$ cat src/rtl/add_seq.sv
// Nibble-serial adder: accepts two W-bit operands plus a carry-in and ripples
// one 4-bit nibble per cycle, holding the registered sum until it is taken.
module add_seq #(
    parameter int NIBBLES = 4
) (
    input  logic                   clock,
    input  logic                   reset_n,
    input  logic                   in_valid,
    output logic                   in_ready,
    input  logic                   carryin,
    input  logic [4*NIBBLES-1:0]   x,
    input  logic [4*NIBBLES-1:0]   y,
    output logic                   out_valid,
    input  logic                   out_ready,
    output logic [4*NIBBLES-1:0]   s,
    output logic                   carryout
);

    localparam int W  = 4 * NIBBLES;
    localparam int CW = (NIBBLES > 2) ? $clog2(NIBBLES) : 1;

    typedef enum logic [1:0] {
        IDLE = 2'd0,
        RUN  = 2'd1,
        DONE = 2'd2
    } state_t;

    state_t          state;
    state_t          state_next;
    logic [W-1:0]    x_reg;
    logic [W-1:0]    y_reg;
    logic            carry_reg;
    logic [CW-1:0]   cnt;
    logic [4:0]      nib_sum;
    logic            last_nib;

    // Operands come from the registered copies so input changes mid-RUN are harmless.
    always_comb begin
        nib_sum  = {1'b0, x_reg[{cnt, 2'b00} +: 4]}
                 + {1'b0, y_reg[{cnt, 2'b00} +: 4]}
                 + {4'b0000, carry_reg};
        last_nib = (cnt == CW'(NIBBLES - 1));
    end

    always_ff @(posedge clock) begin
        if (!reset_n) begin
            state <= IDLE;
        end else begin
            state <= state_next;
        end
    end

    always_comb begin
        state_next = IDLE;
        case (state)
            IDLE:    state_next = in_valid ? RUN : IDLE;
            RUN:     state_next = last_nib ? DONE : RUN;
            DONE:    state_next = out_ready ? IDLE : DONE;
            default: state_next = IDLE;
        endcase
    end

    assign in_ready = (state == IDLE);

    always_ff @(posedge clock) begin
        if (!reset_n) begin
            x_reg     <= '0;
            y_reg     <= '0;
            carry_reg <= 1'b0;
            cnt       <= '0;
            s         <= '0;
            carryout  <= 1'b0;
            out_valid <= 1'b0;
        end else begin
            case (state)
                IDLE: begin
                    if (in_valid) begin
                        x_reg     <= x;
                        y_reg     <= y;
                        carry_reg <= carryin;
                        s         <= '0;
                        cnt       <= '0;
                    end
                end
                RUN: begin
                    s[{cnt, 2'b00} +: 4] <= nib_sum[3:0];
                    carry_reg            <= nib_sum[4];
                    if (last_nib) begin
                        carryout  <= nib_sum[4];
                        out_valid <= 1'b1;
                        cnt       <= '0;
                    end else begin
                        cnt <= cnt + CW'(1);
                    end
                end
                DONE: begin
                    if (out_ready) begin
                        out_valid <= 1'b0;
                    end
                end
                default: begin
                    out_valid <= 1'b0;
                end
            endcase
        end
    end

endmodule
$ cat config.mk
export PLATFORM = sky130hd
export DESIGN_NAME = add_seq
export DESIGN_NICKNAME = d
export VERILOG_FILES = /design/src/rtl/add_seq.sv
export SDC_FILE = /design/constraint.sdc
export NUM_CORES = 1
export LEC_CHECK = 0
export BUFFER_PORTS_ARGS = -buffer_cell sky130_fd_sc_hd__buf_4
export CORE_UTILIZATION = 50
export CTS_CLUSTER_SIZE = 40
export DETAILED_ROUTE_END_ITERATION = 10
export PLACE_DENSITY = 0.75
export SLEW_MARGIN = 10
export SYNTH_ARGS = -nofsm -noshare
export SYNTH_HDL_FRONTEND = slang
export SYNTH_SLANG_ARGS = --single-unit
export TNS_END_PERCENT = 100
$ cat constraint.sdc
create_clock -name clock -period 7.7 [get_ports clock]
set_clock_uncertainty 0.2 [all_clocks]
set_input_delay 0.385 -clock clock [delete_from_list [all_inputs] [get_ports clock]]
set_output_delay 0.385 -clock clock [all_outputs]
set_load 0.02 [all_outputs]
# == Word-level counts from Yosys, hierarchy flattened ==
# Index checks and enable logic that the tools add are counted.
# op_classes
n_addsub,4
multipliers,0
div_mod_pow,0
order_cmp,0
eq_ne,6
n_shift,4
n_mux,15
bitwise_logic,1
reduce_logical,6
# ops
cell,count
16-bit one-hot mux with 2 select lines,1
16-bit by 5-bit variable part select with 4-bit output,2
16-bit bitwise mux,1
16-bit two-way mux,1
"4-bit by 6-bit variable shift with 16-bit output, first input constant",1
4-bit by 6-bit variable part select with 16-bit output,1
2-bit two-way mux,4
"2-bit inequality test, second input constant",3
4-bit negation with 6-bit output,1
2-bit one-hot mux with 3 select lines,1
2-bit AND reduction,3
4-bit by 4-bit adder with 5-bit output,1
5-bit by 1-bit adder with 5-bit output,1
"2-bit == test, second input constant",2
1-bit two-way mux,4
2-bit one-hot mux with 2 select lines,1
1-bit one-hot mux with 3 select lines,1
3-bit AND reduction,1
"2-bit by 1-bit adder with 2-bit output, second input constant",1
"2-bit by 1-bit == test with 1-bit output, second input constant",1
2-bit zero test,1
1-bit one-hot mux with 2 select lines,1
2-bit nonzero test,1
1-bit inverter,1
# word_totals
register_bits,55
latchBits,0
ram_bits,0
romBits,0
input_bits,37
out_inout_bits,19
wordCells,44
mem_count,0

# == Depth between registers and ports, before layout ==
# depth
ltp_word,6
ltp_mapped,9
depth_no_buf,8

# == Worst setup path after synthesis ==
# OpenSTA, ideal clock, no wires.
# synth_path
path_kind,register -> register
start,register cnt[0]
end,register s[15]
setup_time_ns,0.128
t_arrival_ns,2.304
t_required_ns,7.372
path_slack_ns,5.068
path_stages_with_launch,8
path_buffers,1
period_less_slack_ns,2.632
path_cell_list,dfxtp_1 -> buf_6 -> mux4_1 -> fa_1 -> a211o_1 -> a21o_1 -> a32oi_1 -> nor2_1
# synth_via
elab_chain_cells,6
elab_cells_between_ends,9
cone_classes,add/sub (3); shift (4); mux (2)
# synth_lines
element,line_no,source
start: declaration,33,logic [CW-1:0] cnt;
start signal: assignment,93,cnt <= cnt + CW'(1);
16-bit by 5-bit variable part select with 4-bit output (on tied branches),"39, 40",
4-bit by 4-bit adder with 5-bit output,40,"+ {1'b0, y_reg[{cnt, 2'b00} +: 4]}"
5-bit by 1-bit adder with 5-bit output,41,"+ {4'b0000, carry_reg};"
4-bit by 6-bit variable part select with 16-bit output,86,"s[{cnt, 2'b00} +: 4] <= nib_sum[3:0];"
16-bit bitwise mux *,86,
16-bit one-hot mux with 2 select lines *,75,case (state)
end signal: indexed assignment,86,
end: declaration,15,"output logic [4*NIBBLES-1:0] s,"
# Every way passes the cells marked *; elsewhere a longest branch is shown, timed or not.
# A chain may end at the register's enable or synchronous reset.

# == Final worst setup path ==
# layout_path
start,register cnt[0]
end,register s[3]
# The elaborated chain is that of the path after synthesis.

==> impl_metrics.yaml <==
cts:
  cts_root_buf: "clkbuf_8"
  clockBufferDepth: 2
  clk_latency_ps: 300
  cts.htree.levels: 2
  ctsResizeCount: 0
  cts.clk_slew.worst_paths_ps: 100
  ctsHoldBuffers: 0
  cts_tree: "done"
  cts_setup_buffers: 0
  cts_inserted_buffers: 5
  clkSinkCount: 55
die:
  num_io_pins: 56
  die_h_um: 72.45
  die_x_um: 72.45
  initial_core_util_pct: 52.18
  dieArea_mm2: 0.005248
  core_mm2: 0.004755
  num_rows: 25
pwr:
  p_sw_share_pct: 25.03
  p_int_mw: 0.4424
  seq_power_share_pct: 52.2
  power_frac_clock_pct: 33.3
  power.total_mw: 0.5900
  comb_power_share_pct: 14.5
  total_leakage_power_nw: 1.261
  p_switching_mw: 0.1477
  ir_drop_v: 0.0001293
  power_density_mw_per_mm2: 196.8
worst_setup_path:
  slowest_stage: "dfxtp_1"
  critPathArrivalTime_ps: 3020
  endpoint_kind: "register"
  critical_path_class: "register to register"
  start_kind: "register"
  path_cells: "mux4_1 > fa_1 > a211o_1 > a21o_1 > a32oi_1 > nor2_1"
  crit_fanout: 16
  worst_r2r_path_depth: 6
  startpoint: "cnt[0]"
  r2r_start: "cnt[0]"
  critPathMaxStageDelay_ps: 840
  crit_required_ps: 7660
routing:
  drt_wl_total_mm: 4.980
  drtIter0Drc: 133
  drcViolationCount: 0
  vias_per_cell: 5.238
  postRouteAntennaNets: 0
  dr.pass1.iters: 4
  vias: 2027
  detail_route.wl_per_cell_um: 12.87
place:
  dp.cells: 379
  gp_congestion: 0.7885
  dp_hpwl_mm: 3.482
  dpl_cell_area_mm2: 0.002880
  port_buffers: 55
  pre_cts_slack_ps: 4634
finish:
  final_common_cell: "nand2_1"
  area_growth_syn_to_layout_pct: 20.83
  final_util_pct: 63.05
  fin_cells: 387
  n_antenna_cell: 0
  final_cell_mix: "73 x nand2_1, 55 x dfxtp_1, 55 x buf_4, 36 x a21oi_1, 18 x nor2_1"
  nets: 365
  stdcell_area_mm2: 0.002998
  layout-drive-gt1-share_pct: 25.00
  fillers: 447
global_route:
  grt_util_all_layers_pct: 21.15
  grt_pass1_wl_mm: 8.618
  grt_pass1_vias: 1865
  gr-total-overflow: 0
  grt_max_degree: 56
  antenna_found_initial: 0
timing:
  hold_ws_ps: 115.9
  rsz0062_at_grt: "no"
  slew_viol_final: 0
  tightest_slew_ps: 892.9
  fmax_mhz: 326.5
  hold_viol: 0
  setup-tns-final_ps: 0
  setup_viol: 0
  min_period_over_period_pct: 39.78
  max_slew_margin_pct: 40.38
  worst_slack_ps: 4637
  period_needed_ps: 3063
synthesis:
  synthCells: 272
  synth_warnings: 0
  yosysTopAreaCell: "dfxtp_1"
  netlist_area_mm2: 0.002481
  avgSynthCellArea_um2: 9.122
  synth_top_area_share_pct: 44.38
  yosysSeqAreaShare_pct: 44.38
  ys_ff_latch: 55
  synth_area_leaders: "dfxtp_1 44%, nand2_1 11%, a21oi_1 7.3%"
  synth_nets: 318
  ys_types: 40
worst_hold_path:
  min_path_type: "input pin to register"
  whs_path_depth: 3
  min-delay-start: "y[13]"
flow_run:
  maxCapViolCount: 0
run_status:
  outcome: "finished clean"
[final cells by class]
class | count | area [µm²] | share of cell area, %
clock inverter | 2 | 35.03 | 1.169
sequential | 55 | 1101 | 36.73
tap | 67 | 83.83 | 2.796
timing repair buffer | 55 | 412.9 | 13.77
inverter | 7 | 26.28 | 0.8765
multi-input combinational | 195 | 1256 | 41.90
clock buffer | 6 | 82.58 | 2.755
[power by group through the flow]
stage	Combinational (mW)	Sequential (mW)	Clock, mW
6_report	0.0856	0.308	0.196
5_1_grt	0.0960	0.311	0.210
4_1_cts	0.0864	0.308	0.200
3_5_place_dp	0.0861	0.315	0
3_3_place_gp	0.0849	0.315	0
2_1_floorplan	0.0637	0.310	0
[Yosys cell counts, drive strengths merged]
| library cell | instances |
|---|---|
| nand2 | 74 |
| dfxtp | 55 |
| a21oi | 37 |
| nor2 | 20 |
| a22oi | 12 |
| buf | 9 |
| mux4 | 8 |
| ha | 7 |
| inv | 7 |
| clkbuf | 6 |
| a21o | 5 |
| a32oi | 4 |
| nand2b | 4 |
| nand3 | 4 |
| nor3 | 4 |
| fa | 2 |
| nor2b | 2 |
| o21ai | 2 |
| a211o | 1 |
| a211oi | 1 |
| a31oi | 1 |
| nand3b | 1 |
| nand4bb | 1 |
| nor4b | 1 |
| o21a | 1 |
| or2 | 1 |
| or3 | 1 |
| xnor2 | 1 |
[critical path, delay by kind of cell (launching register included)]
kind            cells  cell delay [ps]
flops               1              840
compound gates      3              720
mux                 1              670
fa+ha+maj           1              430
simple gates        1               60
[path summary, 6_finish.rpt]
kind	to	slack (ps)
max	s[3]	4640
min	y_reg[13]	120
max reg2reg	s[3]	4640
min reg2reg	y_reg[9]	250
[cells by family after synthesis]
kind of cell | count (synthesis) | synth area share, %
AND/OR/NAND/NOR | 113 | 21.63
AO/OA/AOI/OAI | 64 | 15.78
flip-flops | 55 | 44.38
buffers and inverters | 22 | 4.992
adder cells (fa/ha/maj) | 9 | 5.144
multiplexers | 8 | 7.716
XOR/XNOR | 1 | 0.3531
[routing by layer]
layer,wire [µm],GRT usage (%),up-vias,share of wire (%)
met4,87,7.407,0,1.7
li1,-,-,1027,-
met1,2274,26.99,947,46
met2,2432,35.62,45,49
met3,185,4.306,8,3.7
met5,0,0,-,0
(Power assumes the default switching activity.)
